File: config.mk
export PLATFORM = sky130hd
export DESIGN_NAME = csi2tx_dphy_esc_rx
export DESIGN_NICKNAME = d
export VERILOG_FILES = /design/src/rtl/csi2tx_dphy_esc_pkg.sv /design/src/rtl/csi2tx_dphy_lp_filter.sv /design/src/rtl/csi2tx_dphy_esc_rx.sv
export SDC_FILE = /design/constraint.sdc
export NUM_CORES = 1
export LEC_CHECK = 0
export CAP_MARGIN = 20
export CORE_MARGIN = 2
export CORE_UTILIZATION = 30
export CTS_BUF_LIST = sky130_fd_sc_hd__clkbuf_4
export CTS_CLUSTER_DIAMETER = 120
export DETAILED_ROUTE_END_ITERATION = 12
export PLACE_DENSITY = 0.48
export SLEW_MARGIN = 30
export SYNTH_ARGS = -nofsm -noshare
export SYNTH_HDL_FRONTEND = slang
export SYNTH_SLANG_ARGS = --single-unit
File: constraint.sdc
create_clock -name rxclkesc -period 4.7 [get_ports rxclkesc]
set_input_delay 0.94 -clock rxclkesc [delete_from_list [all_inputs] [get_ports rxclkesc]]
set_output_delay 0.94 -clock rxclkesc [all_outputs]
set_load 0.1 [all_outputs]
File: src/rtl/csi2tx_dphy_esc_pkg.sv
// Shared definitions for the D-PHY low-power escape receiver: LP line-state
// encodings ({dp,dn}), FSM state enum and escape entry command codes.
`timescale 1ns/1ps
package csi2tx_dphy_esc_pkg;

    localparam logic [1:0] LP_11 = 2'b11;
    localparam logic [1:0] LP_10 = 2'b10;
    localparam logic [1:0] LP_01 = 2'b01;
    localparam logic [1:0] LP_00 = 2'b00;

    typedef enum logic [3:0] {
        ST_STOP,
        ST_HS_RQST,
        ST_HS,
        ST_ESC_RQST,
        ST_ESC_BRIDGE,
        ST_ESC_ACK,
        ST_CMD,
        ST_LPDT,
        ST_ULPS,
        ST_ULPS_EXIT,
        ST_WAIT_STOP
    } esc_state_t;

    // Command codes as they appear after MSB-first shifting (first bit in bit 7).
    localparam logic [7:0] CMD_LPDT       = 8'b1110_0001;
    localparam logic [7:0] CMD_ULPS       = 8'b0001_1110;
    localparam logic [7:0] CMD_TRIG_RESET = 8'b0110_0010;
    localparam logic [7:0] CMD_TRIG_UNK3  = 8'b0101_1101;
    localparam logic [7:0] CMD_TRIG_UNK4  = 8'b0010_0001;
    localparam logic [7:0] CMD_TRIG_UNK5  = 8'b1010_0000;

endpackage

File: src/rtl/csi2tx_dphy_lp_filter.sv
// Two-flop synchronizer plus stability filter for one LP line pair; the
// filtered state only moves after FILT_CYCLES identical synchronized samples.
`timescale 1ns/1ps
module csi2tx_dphy_lp_filter
    import csi2tx_dphy_esc_pkg::*;
#(
    parameter int unsigned FILT_CYCLES = 2
) (
    input  logic       clk,
    input  logic       rst_n,
    input  logic       dp,
    input  logic       dn,
    output logic [1:0] ls
);

    localparam logic [2:0] FILT_LIM = 3'(FILT_CYCLES);

    logic [1:0] sync1_reg;
    logic [1:0] sync2_reg;
    logic [1:0] cand_reg;
    logic [1:0] ls_reg;
    logic [2:0] cnt_reg;

    // cand_reg tracks the run of samples that differ from the filtered state;
    // any sample matching the current state restarts the run.
    always_ff @(posedge clk or negedge rst_n) begin
        if (!rst_n) begin
            sync1_reg <= LP_11;
            sync2_reg <= LP_11;
            cand_reg  <= LP_11;
            ls_reg    <= LP_11;
            cnt_reg   <= 3'd0;
        end else begin
            sync1_reg <= {dp, dn};
            sync2_reg <= sync1_reg;
            if (sync2_reg == ls_reg) begin
                cnt_reg <= 3'd0;
            end else if (sync2_reg != cand_reg) begin
                cand_reg <= sync2_reg;
                cnt_reg  <= 3'd1;
                if (FILT_LIM <= 3'd1) begin
                    ls_reg  <= sync2_reg;
                    cnt_reg <= 3'd0;
                end
            end else if (cnt_reg + 3'd1 >= FILT_LIM) begin
                ls_reg  <= sync2_reg;
                cnt_reg <= 3'd0;
            end else begin
                cnt_reg <= cnt_reg + 3'd1;
            end
        end
    end

    assign ls = ls_reg;

endmodule

File: src/rtl/csi2tx_dphy_esc_rx.sv
// Per-lane LP line-state decoder and escape-mode receiver (LPDT, ULPS, triggers).
// Trigger decoding is enabled by defining CSI2TX_DPHY_ESC_TRIGGER_EN.
`timescale 1ns/1ps
module csi2tx_dphy_esc_rx
    import csi2tx_dphy_esc_pkg::*;
#(
    parameter int unsigned FILT_CYCLES = 2
) (
    input  logic       rxclkesc,
    input  logic       rcvclkesc_rst_n,
    input  logic       lp_rx_dp,
    input  logic       lp_rx_dn,
    output logic       rxlpdtesc,
    output logic [7:0] rxdataesc,
    output logic       rxvalidesc,
    output logic       rxulpsesc,
    output logic       ulpsactivenot,
    output logic [3:0] rxtriggeresc,
    output logic       hs_rqst,
    output logic       stopstate,
    output logic       erresc,
    output logic       errsyncesc,
    output logic       errcontrol
);

    logic [1:0] ls;
    logic [1:0] ls_prev_reg;
    esc_state_t state_reg, state_next;
    logic [7:0] shift_reg, shift_next;
    logic [2:0] bit_cnt_reg, bit_cnt_next;
    logic [7:0] data_reg, data_next;
    logic       valid_reg, valid_next;
    logic       lpdt_reg, lpdt_next;
    logic       ulps_reg, ulps_next;
    logic       hs_reg, hs_next;
    logic       stop_reg, stop_next;
    logic       erresc_reg, erresc_next;
    logic       errsync_reg, errsync_next;
    logic       errctl_reg, errctl_next;
    logic       ls_chg;
    logic       bit_val;
    logic [7:0] cmd_word;
    logic [7:0] byte_word;
`ifdef CSI2TX_DPHY_ESC_TRIGGER_EN
    logic [3:0] trig_reg, trig_next;
`endif

    csi2tx_dphy_lp_filter #(.FILT_CYCLES(FILT_CYCLES)) u_filter (
        .clk   (rxclkesc),
        .rst_n (rcvclkesc_rst_n),
        .dp    (lp_rx_dp),
        .dn    (lp_rx_dn),
        .ls    (ls)
    );

    // A bit is taken on mark -> LP-00, so the previous state says which mark it was.
    assign ls_chg    = (ls != ls_prev_reg);
    assign bit_val   = (ls_prev_reg == LP_10);
    assign cmd_word  = {shift_reg[6:0], bit_val};
    assign byte_word = {bit_val, shift_reg[7:1]};

    always_comb begin
        state_next   = state_reg;
        shift_next   = shift_reg;
        bit_cnt_next = bit_cnt_reg;
        data_next    = data_reg;
        valid_next   = 1'b0;
        erresc_next  = 1'b0;
        errsync_next = 1'b0;
        errctl_next  = 1'b0;
`ifdef CSI2TX_DPHY_ESC_TRIGGER_EN
        trig_next    = 4'b0000;
`endif
        case (state_reg)
            ST_STOP: begin
                if (ls_chg) begin
                    if (ls == LP_01) begin
                        state_next = ST_HS_RQST;
                    end else if (ls == LP_10) begin
                        state_next = ST_ESC_RQST;
                    end else if (ls == LP_00) begin
                        errctl_next = 1'b1;
                        state_next  = ST_WAIT_STOP;
                    end
                end
            end
            ST_HS_RQST, ST_ESC_RQST, ST_ESC_BRIDGE, ST_ESC_ACK: begin
                if (ls_chg) begin
                    if (ls == LP_11) begin
                        state_next = ST_STOP;
                    end else if (state_reg == ST_HS_RQST && ls == LP_00) begin
                        state_next = ST_HS;
                    end else if (state_reg == ST_ESC_RQST && ls == LP_00) begin
                        state_next = ST_ESC_BRIDGE;
                    end else if (state_reg == ST_ESC_BRIDGE && ls == LP_01) begin
                        state_next = ST_ESC_ACK;
                    end else if (state_reg == ST_ESC_ACK && ls == LP_00) begin
                        state_next   = ST_CMD;
                        shift_next   = 8'h00;
                        bit_cnt_next = 3'd0;
                    end else begin
                        errctl_next = 1'b1;
                        state_next  = ST_WAIT_STOP;
                    end
                end
            end
            ST_HS: begin
                if (ls_chg && ls == LP_11) begin
                    state_next = ST_STOP;
                end
            end
            ST_CMD, ST_LPDT: begin
                if (ls_chg) begin
                    if (ls == LP_11) begin
                        state_next = ST_STOP;
                        if (state_reg == ST_LPDT && bit_cnt_reg != 3'd0) begin
                            errsync_next = 1'b1;
                        end
                    end else if (ls == LP_00) begin
                        bit_cnt_next = bit_cnt_reg + 3'd1;
                        if (state_reg == ST_LPDT) begin
                            shift_next = byte_word;
                            if (bit_cnt_reg == 3'd7) begin
                                data_next  = byte_word;
                                valid_next = 1'b1;
                            end
                        end else begin
                            shift_next = cmd_word;
                            if (bit_cnt_reg == 3'd7) begin
                                case (cmd_word)
                                    CMD_LPDT: state_next = ST_LPDT;
                                    CMD_ULPS: state_next = ST_ULPS;
`ifdef CSI2TX_DPHY_ESC_TRIGGER_EN
                                    CMD_TRIG_RESET: begin
                                        trig_next  = 4'b0001;
                                        state_next = ST_WAIT_STOP;
                                    end
                                    CMD_TRIG_UNK3: begin
                                        trig_next  = 4'b0010;
                                        state_next = ST_WAIT_STOP;
                                    end
                                    CMD_TRIG_UNK4: begin
                                        trig_next  = 4'b0100;
                                        state_next = ST_WAIT_STOP;
                                    end
                                    CMD_TRIG_UNK5: begin
                                        trig_next  = 4'b1000;
                                        state_next = ST_WAIT_STOP;
                                    end
`endif
                                    default: begin
                                        erresc_next = 1'b1;
                                        state_next  = ST_WAIT_STOP;
                                    end
                                endcase
                            end
                        end
                    end else if (ls_prev_reg != LP_00) begin
                        errctl_next = 1'b1;
                        state_next  = ST_WAIT_STOP;
                    end
                end
            end
            ST_ULPS: begin
                if (ls_chg) begin
                    if (ls == LP_11) begin
                        state_next = ST_STOP;
                    end else if (ls == LP_10) begin
                        state_next = ST_ULPS_EXIT;
                    end else begin
                        errctl_next = 1'b1;
                        state_next  = ST_WAIT_STOP;
                    end
                end
            end
            ST_ULPS_EXIT: begin
                if (ls_chg) begin
                    if (ls == LP_11) begin
                        state_next = ST_STOP;
                    end else begin
                        errctl_next = 1'b1;
                        state_next  = ST_WAIT_STOP;
                    end
                end
            end
            ST_WAIT_STOP: begin
                if (ls == LP_11) begin
                    state_next = ST_STOP;
                end
            end
            default: state_next = ST_STOP;
        endcase

        lpdt_next = (state_next == ST_LPDT);
        ulps_next = (state_next == ST_ULPS);
        stop_next = (state_next == ST_STOP) && (ls == LP_11);
        // HS request is held from its LP-01 until LP-11 is seen, whatever happens between.
        if (state_reg == ST_STOP && state_next == ST_HS_RQST) begin
            hs_next = 1'b1;
        end else if (ls == LP_11) begin
            hs_next = 1'b0;
        end else begin
            hs_next = hs_reg;
        end
    end

    always_ff @(posedge rxclkesc or negedge rcvclkesc_rst_n) begin
        if (!rcvclkesc_rst_n) begin
            state_reg   <= ST_STOP;
            ls_prev_reg <= LP_11;
            shift_reg   <= 8'h00;
            bit_cnt_reg <= 3'd0;
            data_reg    <= 8'h00;
            valid_reg   <= 1'b0;
            lpdt_reg    <= 1'b0;
            ulps_reg    <= 1'b0;
            hs_reg      <= 1'b0;
            stop_reg    <= 1'b0;
            erresc_reg  <= 1'b0;
            errsync_reg <= 1'b0;
            errctl_reg  <= 1'b0;
        end else begin
            state_reg   <= state_next;
            ls_prev_reg <= ls;
            shift_reg   <= shift_next;
            bit_cnt_reg <= bit_cnt_next;
            data_reg    <= data_next;
            valid_reg   <= valid_next;
            lpdt_reg    <= lpdt_next;
            ulps_reg    <= ulps_next;
            hs_reg      <= hs_next;
            stop_reg    <= stop_next;
            erresc_reg  <= erresc_next;
            errsync_reg <= errsync_next;
            errctl_reg  <= errctl_next;
        end
    end

`ifdef CSI2TX_DPHY_ESC_TRIGGER_EN
    always_ff @(posedge rxclkesc or negedge rcvclkesc_rst_n) begin
        if (!rcvclkesc_rst_n) begin
            trig_reg <= 4'b0000;
        end else begin
            trig_reg <= trig_next;
        end
    end
    assign rxtriggeresc = trig_reg;
`else
    assign rxtriggeresc = 4'b0000;
`endif

    assign rxlpdtesc     = lpdt_reg;
    assign rxdataesc     = data_reg;
    assign rxvalidesc    = valid_reg;
    assign rxulpsesc     = ulps_reg;
    assign ulpsactivenot = ~ulps_reg;
    assign hs_rqst       = hs_reg;
    assign stopstate     = stop_reg;
    assign erresc        = erresc_reg;
    assign errsyncesc    = errsync_reg;
    assign errcontrol    = errctl_reg;

endmodule

==> results.json, run 1 <==
{
  "run_status": "complete, no violations",
  "fin_nets": 278,
  "cts-buffers-inserted": 5,
  "grt_max_degree": 45,
  "cts_max_level": 2,
  "antenna_left": 0,
  "drt-vias-per-instance": 5.08,
  "crit_buf_inv": 2,
  "placementRows": 33,
  "post_synth_num_cell_types": 58,
  "critical_path.startpoint_type": "register",
  "clock_skew_ns": 0.00946,
  "path_depth": 2,
  "cts_tree": "done",
  "tightestPinTransition_ns": 0.965,
  "crit_chain": "inv_1 -> clkdlybuf4s50_1",
  "numPortBuffers": 20,
  "required_worst_endpoint_ns": 3.76,
  "synth_sequential_area_ratio_pct": 45.2,
  "final.period_utilization_pct": 60.6,
  "worst_ir_drop_vdd_mv": 0.169,
  "critPathMaxStageDelay_ns": 1.11,
  "worst_setup_path_end_kind": "output port",
  "syn_to_final_growth_pct": 12.0,
  "seqPwrFrac_pct": 42.1,
  "synth_compound_area_share_pct": 19.8,
  "post-route-min-period_ns": 2.85,
  "route.final.wire_length_um": 5520,
  "power_frac_clock_pct": 13.0,
  "timing.reg2reg.worst_path_depth": 5,
  "slew_violations": 0,
  "die-height_um": 94.6,
  "power.combinational.fraction_pct": 44.9,
  "cp_data_arrival_time_ns": 1.91,
  "synth_flop_cell": "sky130_fd_sc_hd__dfrtp_1",
  "ctsHoldBuffers": 0,
  "crit_fanout": 2,
  "clock-sinks": 44,
  "synth.cell_area_um2": 2460,
  "synth_simple_gate_area_share_pct": 15.8,
  "worst_hold_path_type": "register to register",
  "asyncSetResetFlopFracSynth_pct": 100,
  "detailedPlacementHpwl_um": 3730,
  "clock-root-buffer": "sky130_fd_sc_hd__clkbuf_4",
  "synth_enable_flop_cells": 0,
  "criticalPathCategory": "register to output port",
  "grt_setup_unrepaired": "no",
  "setup_tns_ns": 0,
  "power.static_leakage_nw": 1.13,
  "clock_tree.buffer_depth": 2,
  "synthMostInstantiatedCell": "sky130_fd_sc_hd__dfrtp_1",
  "floorplan.initialDensity_pct": 30.4,
  "synth-xor-area-share_pct": 3.20,
  "gp_congestion": 0.891,
  "final_util_pct": 34.1,
  "average_instance_area_after_synthesis_um2": 9.66,
  "postCtsSetupBuffers": 0,
  "die-width_um": 94.6,
  "firstDrtPassIters": 4,
  "powerDensity_nw_per_um2": 524,
  "netlist_instances": 255,
  "synth_top_cells_by_area": "sky130_fd_sc_hd__dfrtp_1 (35%), sky130_fd_sc_hd__dfstp_2 (11%), sky130_fd_sc_hd__o21ai_0 (5.5%), sky130_fd_sc_hd__mux2i_1 (3.3%), sky130_fd_sc_hd__mux2_2 (3.2%)",
  "synthDominantCellAreaShare_pct": 34.6,
  "cellInternalPower_w": 0.000753,
  "antennaDiodeCount": 0,
  "wire_length_of_the_first_global_routing_pass_um": 9700,
  "hold_path_depth": 0,
  "cts.reportedPaths.clkPinSlew_ns": 0.13,
  "top_family_by_delay_on_critical_path": "buffers and inverters",
  "fmax_ghz": 0.351,
  "synth_top_family_by_area": "compound AO/OA/AOI/OAI gates",
  "resized_cells_post_cts": 0,
  "synth.yosys.warnings": 0,
  "slew_headroom_pct": 35.5,
  "grt_overflow": 0,
  "share_of_cell_area_taken_by_muxes_after_synthesis_pct": 6.45,
  "via_count_of_the_first_global_routing_pass": 1863,
  "p_switching_w": 0.000692,
  "die_area_um2": 8950,
  "worst_skew_pair.late_latency_ns": 0.35,
  "cp_slowest_cell": "sky130_fd_sc_hd__clkdlybuf4s50_1",
  "finalSetupViolCount": 0,
  "ios": 25,
  "drt_iter0_markers": 199,
  "synth_common_cells": "sky130_fd_sc_hd__dfrtp_1 (34), sky130_fd_sc_hd__o21ai_0 (27), sky130_fd_sc_hd__nand2_1 (21)",
  "hold_violations": 0,
  "detail_route.wl_per_cell_um": 14.7,
  "ys_seq_elements": 44,
  "grt_use_total_pct": 13.7,
  "core_region_area_um2": 8090,
  "drcViolationCount": 0,
  "yosys.area_share.adder_pct": 2.54,
  "vias": 1904,
  "antenna_found_initial": 0,
  "drive_above_1_share_pct": 11.9,
  "synth_largest_area_cell": "sky130_fd_sc_hd__dfrtp_1",
  "max_cap_viols": 0,
  "switching_share_pct": 47.9
}
[final timing paths]
kind / from / to / slack, ns
hold reg to reg: u_filter.sync1_reg[0]$_DFF_PN1_ / u_filter.sync2_reg[0]$_DFF_PN1_ / 0.37
min in group asynchronous: rcvclkesc_rst_n / rxdataesc[3]$_DFFE_PN0P_ / 0.57
max in group asynchronous: rcvclkesc_rst_n / u_filter.cand_reg[0]$_DFFE_PN1P_ / 3.75
setup / recovery: rxulpsesc$_DFF_PN0_ / ulpsactivenot / 1.85
setup reg to reg: state_reg[0]$_DFF_PN0_ / state_reg[3]$_DFF_PN0_ / 2.28
hold / removal: u_filter.sync1_reg[0]$_DFF_PN1_ / u_filter.sync2_reg[0]$_DFF_PN1_ / 0.37
[cells by family (layout without fill, tap and decap cells)]
group,Yosys count,count (layout)
other,1,6
xor gates and xnor gates,9,9
AOI/OAI and AO/OA,74,74
and+or+nand+nor,73,73
adders and majority gates,5,5
muxes,15,15
DFF,44,44
buffers and inverters,34,44
[worst register-to-register path, cell delays in order, from the launching register on]
cell and delay (ns):
sky130_fd_sc_hd__dfrtp_1 1.00, sky130_fd_sc_hd__inv_1 0.39, sky130_fd_sc_hd__o221ai_1 0.25, sky130_fd_sc_hd__a21oi_1 0.08, sky130_fd_sc_hd__a221oi_1 0.52, sky130_fd_sc_hd__inv_1 0.08
[power by group through the flow]
stage / clock, W / combinational [W] / sequential [W]
3_5_place_dp: 0 / 0.000644 / 0.000614
4_1_cts: 0.000199 / 0.000649 / 0.000608
2_1_floorplan: 0 / 0.000546 / 0.000576
3_3_place_gp: 0 / 0.000642 / 0.000617
6_report: 0.000188 / 0.000649 / 0.000608
5_1_grt: 0.000215 / 0.000720 / 0.000628
[cell usage in the layout (no fill, tap or decap), types with 3 or more instances in the layout]
master | synthesis | routed
sky130_fd_sc_hd__a21oi_1 | 12 | 12
sky130_fd_sc_hd__xnor2_1 | 3 | 3
sky130_fd_sc_hd__nor2_1 | 16 | 16
sky130_fd_sc_hd__nor2b_1 | 6 | 6
sky130_fd_sc_hd__mux2i_1 | 8 | 8
sky130_fd_sc_hd__dfstp_2 | 10 | 10
sky130_fd_sc_hd__o211ai_1 | 5 | 5
sky130_fd_sc_hd__nor3_1 | 5 | 5
sky130_fd_sc_hd__dfrtp_1 | 34 | 34
sky130_fd_sc_hd__inv_1 | 16 | 16
sky130_fd_sc_hd__conb_1 | 1 | 6
sky130_fd_sc_hd__clkbuf_4 | 0 | 6
sky130_fd_sc_hd__a221oi_1 | 3 | 3
sky130_fd_sc_hd__nand2b_1 | 3 | 3
sky130_fd_sc_hd__mux2_2 | 7 | 7
sky130_fd_sc_hd__ha_1 | 5 | 5
sky130_fd_sc_hd__nor4_1 | 4 | 4
sky130_fd_sc_hd__xor2_1 | 6 | 6
sky130_fd_sc_hd__clkdlybuf4s50_1 | 0 | 19
sky130_fd_sc_hd__nand2_1 | 21 | 21
sky130_fd_sc_hd__o21ai_0 | 27 | 27
[per-stage QoR]
stage | total power [W] | hold slack, ns | setup WS, ns | cells | cell area [um^2]
2_1_floorplan | 0.00112 | 0.345 | 2.20 | 260 | 2480
3_3_place_gp | 0.00126 | 0.346 | 2.23 | 367 | 2700
5_1_grt | 0.00156 | 0.369 | 1.79 | 375 | 2760
4_1_cts | 0.00146 | 0.366 | 1.83 | 375 | 2760
6_report | 0.00144 | 0.365 | 1.85 | 375 | 2760
3_5_place_dp | 0.00126 | 0.347 | 2.25 | 367 | 2700
[routing by layer]
layer,share of wire (%),global-route usage (%),vias up
li1,-,-,931
met1,49,20.1,906
met2,45,20.1,59
met3,4.5,3.03,8
met4,1.5,4.23,0
met5,0,0,-
[cell type report]
type,instances,area [um^2]
repair buffers,20,198
fillers,865,5330
inverters,16,60.1
well taps,105,131
clock buffers,6,45.0
flip-flops and latches,44,1110
multi-input cells,182,1200
clock inverters,2,11.3
(Power assumes the default switching activity.)
==> inputs of run 2 (changes only) <==
--- a/config.mk
+++ b/config.mk
@@ -11,7 +11,7 @@
 export CTS_BUF_LIST = sky130_fd_sc_hd__clkbuf_4
 export CTS_CLUSTER_DIAMETER = 120
 export DETAILED_ROUTE_END_ITERATION = 12
-export PLACE_DENSITY = 0.48
+export PLACE_DENSITY = 0.49
 export SLEW_MARGIN = 30
 export SYNTH_ARGS = -nofsm -noshare
 export SYNTH_HDL_FRONTEND = slang
==> constraint.sdc (replaced) <==
create_clock -name rxclkesc -period 2.61 [get_ports rxclkesc]
set_input_delay 0.522 -clock rxclkesc [delete_from_list [all_inputs] [get_ports rxclkesc]]
set_output_delay 0.522 -clock rxclkesc [all_outputs]
set_load 0.1 [all_outputs]
==> run 2 against run 1 <==
  * Worst setup slack lost 1.4 ns
  * Final cell count grew 1.3%
  * Combinational power increased by 88%
  * Routed wire length is 2.4% lower
  * Core utilization increased by 0.39 points
  * Register-to-register slack worse by 1.8 ns
  * Clock power rose by 140%
  * Largest cell class unchanged
  * Critical endpoint is now bit_cnt_reg[2]$_DFFE_PN0P_
  * Worst hold slack worse by 0.25 ns
  * Sequential cell count is the same
  * First-iteration DRC count fell by 5.0%
==> results.json, run 2 (synthesized netlist as in run 1, its figures left out) <==
{
  "fin_nets": 283,
  "timing.reg2reg.worst_path_depth": 4,
  "power.static_leakage_nw": 1.20,
  "worst_setup_path_end_kind": "register",
  "worst_ir_drop_vdd_mv": 0.305,
  "route.final.wire_length_um": 5390,
  "ctsHoldBuffers": 0,
  "floorplan.initialDensity_pct": 30.4,
  "powerDensity_nw_per_um2": 976,
  "syn_to_final_growth_pct": 13.3,
  "slew_violations": 0,
  "layout.cells.most_common_list": "sky130_fd_sc_hd__dfrtp_1 (34), sky130_fd_sc_hd__o21ai_0 (27), sky130_fd_sc_hd__nand2_1 (21), sky130_fd_sc_hd__buf_4 (21)",
  "grt_use_total_pct": 13.1,
  "regArea_um2": 1110,
  "antennaDiodeCount": 0,
  "placementRows": 33,
  "drt-vias-per-instance": 5.06,
  "final.period_utilization_pct": 83.0,
  "worst_hold_path_type": "input port to async pin",
  "resized_cells_post_cts": 0,
  "numPortBuffers": 20,
  "firstDrtPassIters": 4,
  "ios": 25,
  "via_count_of_the_first_global_routing_pass": 1878,
  "worst_skew_pair.late_latency_ns": 0.36,
  "post-route-min-period_ns": 2.17,
  "max_cap_viols": 0,
  "die-height_um": 94.6,
  "grt_setup_unrepaired": "no",
  "reg2reg_from": "u_filter.ls[0]$_DFFE_PN1P_",
  "hold_violations": 0,
  "antenna_left": 0,
  "placement.cell_area_um2": 2710,
  "setup_tns_ns": 0,
  "finalSetupViolCount": 0,
  "tightestPinTransition_ns": 0.583,
  "cts-buffers-inserted": 5,
  "clock-sinks": 44,
  "vias": 1923,
  "clock-root-buffer": "sky130_fd_sc_hd__clkbuf_4",
  "cts.reportedPaths.clkPinSlew_ns": 0.14,
  "r2r_setup_slack_ns": 0.44,
  "final_common_cell": "sky130_fd_sc_hd__dfrtp_1",
  "fmax_ghz": 0.462,
  "num-fill-cells": 846,
  "drcViolationCount": 0,
  "wire_length_of_the_first_global_routing_pass_um": 9260,
  "cts_tree": "done",
  "slew_headroom_pct": 60.8,
  "drt_iter0_markers": 189,
  "die-width_um": 94.6,
  "grt_max_degree": 45,
  "postCtsSetupBuffers": 0,
  "crit-reg2reg-capture": "bit_cnt_reg[2]$_DFFE_PN0P_",
  "critical_path.startpoint_type": "register",
  "detail_route.wl_per_cell_um": 14.2,
  "required_worst_endpoint_ns": 2.87,
  "cts_max_level": 2,
  "run_status": "complete, no violations",
  "area_of_combinational_cells_with_multiple_inputs_um2": 1200,
  "area_of_all_placed_cells_without_fillers_um2": 2790,
  "criticalPathCategory": "register to register",
  "die_area_um2": 8950,
  "clock_skew_ns": 0.0191,
  "clock_tree.buffer_depth": 2,
  "cp_data_arrival_time_ns": 2.42,
  "core_region_area_um2": 8090,
  "crit_fanout": 21,
  "drive_above_1_share_pct": 20.0,
  "grt_overflow": 0,
  "gp_congestion": 0.854,
  "antenna_found_initial": 0,
  "detailedPlacementHpwl_um": 3740
}
==> run 2: per-layer routing <==
layer,GRT usage [%],vias to the layer above,part of all wire [%]
met4,5.43,0,2.1
met5,0,-,0
met2,19.6,55,47
li1,-,941,-
met3,2.87,13,4.7
met1,18.4,914,46
==> run 2: area by class of cell <==
type / instances / share of cell area, %
flip-flops and latches: 44 / 39.9
repair buffers: 25 / 7.26
well taps: 105 / 4.71
inverters: 16 / 2.15
clock inverters: 1 / 1.08
clock buffers: 7 / 1.88
multi-input cells: 182 / 43.0
==> run 2: worst max path at each step <==
stage                                            end  cells past startpoint  slack, ns                  startpoint
after CTS                 bit_cnt_reg[2]$_DFFE_PN0P_                      4       0.43  u_filter.ls[0]$_DFFE_PN1P_
after global placement    bit_cnt_reg[2]$_DFFE_PN0P_                      4       0.47  u_filter.ls[1]$_DFFE_PN1P_
after global routing        shift_reg[2]$_DFFE_PN0P_                      5       0.21  u_filter.ls[1]$_DFFE_PN1P_
after floorplan                        ulpsactivenot                      1       0.53         rxulpsesc$_DFF_PN0_
final                     bit_cnt_reg[2]$_DFFE_PN0P_                      4       0.44  u_filter.ls[0]$_DFFE_PN1P_
after detailed placement  bit_cnt_reg[2]$_DFFE_PN0P_                      4       0.44  u_filter.ls[0]$_DFFE_PN1P_
==> run 2: metrics by stage <==
| stage | setup WS, ns | util [%] | total power [W] | instances | hold slack [ns] |
|---|---|---|---|---|---|
| CTS | 0.427 | 34.5 | 0.00274 | 380 | 0.107 |
| finish | 0.445 | 34.5 | 0.00272 | 380 | 0.112 |
| detailed placement | 0.439 | 33.5 | 0.00228 | 372 | 0.347 |
| global route | 0.210 | 34.5 | 0.00293 | 380 | 0.114 |
| floorplan | 0.526 | - | 0.00202 | 260 | 0.226 |
| global placement | 0.470 | 33.5 | 0.00230 | 372 | 0.346 |
==> run 2: worst max-delay path: stages (launching register included) <==
cell	delay, ns
sky130_fd_sc_hd__dfstp_2	0.81
sky130_fd_sc_hd__xor2_1	0.25
sky130_fd_sc_hd__nor2_1	0.14
sky130_fd_sc_hd__or4_1	0.63
sky130_fd_sc_hd__a22o_1	0.26
==> run 2: power by group <==
part	switching (W)	internal, W	leakage [nW]
sequential	0.000231	0.000827	0.565
clock	0.000220	0.000224	0.0463
combinational	0.000789	0.000431	0.591
total	0.00124	0.00148	1.20
==> inputs of run 3 (changes only) <==
==> constraint.sdc (replaced) <==
create_clock -name rxclkesc -period 1.75 [get_ports rxclkesc]
set_input_delay 0.35 -clock rxclkesc [delete_from_list [all_inputs] [get_ports rxclkesc]]
set_output_delay 0.35 -clock rxclkesc [all_outputs]
set_load 0.1 [all_outputs]
==> run 3 against run 2 <==
  * The run now ends with negative setup slack left
  * Maximum frequency grew 13%
  * Sequential share of layout area shrank 8.1 points
  * Sequential power grew 37%
  * Clock-buffer cell count shrank 1
  * Clock power grew 14%
  * Largest power group unchanged
==> results.json, run 3 (synthesized netlist as in run 1, its figures left out) <==
{
  "cts_tree": "done",
  "place_inst": 422,
  "antenna_found_initial": 0,
  "wire_length_of_the_first_global_routing_pass_um": 10400,
  "clock_tree.buffer_depth": 2,
  "grt_overflow": 0,
  "critical_path.startpoint_type": "register",
  "placementRows": 33,
  "crit_fanout": 10,
  "run_status": "complete, but fails checks",
  "hold_violations": 0,
  "clock-root-buffer": "sky130_fd_sc_hd__clkbuf_4",
  "drt_iter0_markers": 191,
  "numPortBuffers": 20,
  "antenna_left": 0,
  "post-route-min-period_ns": 1.91,
  "gp_congestion": 0.921,
  "finalSetupViolCount": 27,
  "die-width_um": 94.6,
  "drt-vias-per-instance": 5.01,
  "drive_above_1_share_pct": 37.5,
  "failed_checks": "negative setup slack",
  "worst_setup_path_end_kind": "register",
  "drcViolationCount": 0,
  "setup_tns_ns": -2.08,
  "grt_use_total_pct": 15.0,
  "grt_setup_unrepaired": "yes",
  "cts_max_level": 2,
  "firstDrtPassIters": 4,
  "die-height_um": 94.6,
  "power.static_leakage_nw": 1.54,
  "ios": 25,
  "worst_hold_slack_ns": 0.365,
  "floorplan.initialDensity_pct": 30.4,
  "antennaDiodeCount": 0,
  "final_common_cell": "sky130_fd_sc_hd__buf_4",
  "worst_hold_path_type": "register to register",
  "slew_headroom_pct": 66.4,
  "fin_nets": 341,
  "cp_data_arrival_time_ns": 2.16,
  "final.period_utilization_pct": 109,
  "worst_ir_drop_vdd_mv": 0.499,
  "grt_max_degree": 45,
  "criticalPathCategory": "register to register",
  "route.final.wire_length_um": 6400,
  "timing.final.ws_setup_ns": -0.161,
  "clock-sinks": 44,
  "cts.reportedPaths.clkPinSlew_ns": 0.14,
  "core_region_area_um2": 8090,
  "via_count_of_the_first_global_routing_pass": 2099,
  "worst_skew_pair.late_latency_ns": 0.36,
  "required_worst_endpoint_ns": 2.00,
  "fin_cells": 438,
  "syn_to_final_growth_pct": 42.3,
  "slew_violations": 0,
  "clock_skew_ns": 0.0177,
  "die_area_um2": 8950,
  "detailedPlacementHpwl_um": 4590,
  "fmax_ghz": 0.523,
  "vias": 2195,
  "tightestPinTransition_ns": 0.501,
  "max_cap_viols": 0,
  "final_util_pct": 43.3,
  "cts-buffers-inserted": 5,
  "powerDensity_nw_per_um2": 1390,
  "layout.cells.most_common_list": "sky130_fd_sc_hd__buf_4 (57), sky130_fd_sc_hd__dfrtp_1 (33), sky130_fd_sc_hd__o21ai_0 (26)",
  "detail_route.wl_per_cell_um": 14.6
}
[run 3: cell count changes in the layout (fill, tap and decap cells not counted), sizes merged]
cell         change
dlygate4sd3      +1
clkbuf           +1
inv              -1
clkinv           +1
bufinv           -1
clkinvlp         +2
buf             +55
[run 3: report_power, final]
group / switching [W] / leakage (nW) / internal, W
clock network: 0.000341 / 0.0293 / 0.000169
registers: 0.000223 / 0.564 / 0.00123
logic: 0.00159 / 0.945 / 0.00130
[run 3: cell type report]
cell class / instances / area (um^2)
clock buffers: 6 / 45.0
well taps: 105 / 131
fillers: 805 / 4590
multi-input cells: 182 / 1280
inverters: 16 / 63.8
flip-flops and latches: 44 / 1110
clock inverters: 2 / 11.3
repair buffers: 83 / 858
[run 3: worst paths after layout]
check,from,endpoint,slack [ns],cells past startpoint
min in group asynchronous,rcvclkesc_rst_n,state_reg[0]$_DFF_PN0_,0.48,3
worst max-delay path,u_filter.ls[1]$_DFFE_PN1P_,rxulpsesc$_DFF_PN0_,-0.16,6
worst min register to register,u_filter.sync1_reg[1]$_DFF_PN1_,u_filter.sync2_reg[1]$_DFF_PN1_,0.36,0
max in group asynchronous,rcvclkesc_rst_n,ls_prev_reg[1]$_DFF_PN1_,1.00,3
worst min-delay path,u_filter.sync1_reg[1]$_DFF_PN1_,u_filter.sync2_reg[1]$_DFF_PN1_,0.36,0
worst max register to register,u_filter.ls[1]$_DFFE_PN1P_,rxulpsesc$_DFF_PN0_,-0.16,6
[run 3: timing repair]
action	in CTS	in global routing
setup buffers	2	5
hold buffers	1	0
hold endpoints to repair	34	0
pin swaps	4	4
endpoints found under the setup margin	29	28
resized for setup	8	9
[run 3: per-layer routing]
metal  routed length [um]  GRT usage [%]
met5                    0              0
met2                 3130           23.6
met3                  248           3.11
met1                 2950           21.1
met4                   76           3.99
[run 3: worst max-delay path, cell delays in order (launching register included)]
cell,delay (ns)
sky130_fd_sc_hd__dfstp_2,0.66
sky130_fd_sc_hd__buf_4,0.21
sky130_fd_sc_hd__nor4_1,0.07
sky130_fd_sc_hd__buf_4,0.14
sky130_fd_sc_hd__a311oi_1,0.47
sky130_fd_sc_hd__a211o_1,0.19
sky130_fd_sc_hd__a211oi_2,0.07
[run 3: stage by stage]
step / setup slack [ns] / total power (W) / instance area (um^2)
after global routing: -0.290 / 0.00520 / 3500
after floorplan: -0.109 / 0.00305 / 2500
final: -0.161 / 0.00485 / 3500
after detailed placement: -0.181 / 0.00417 / 3310
after global placement: -0.155 / 0.00419 / 3310
after CTS: -0.170 / 0.00479 / 3430
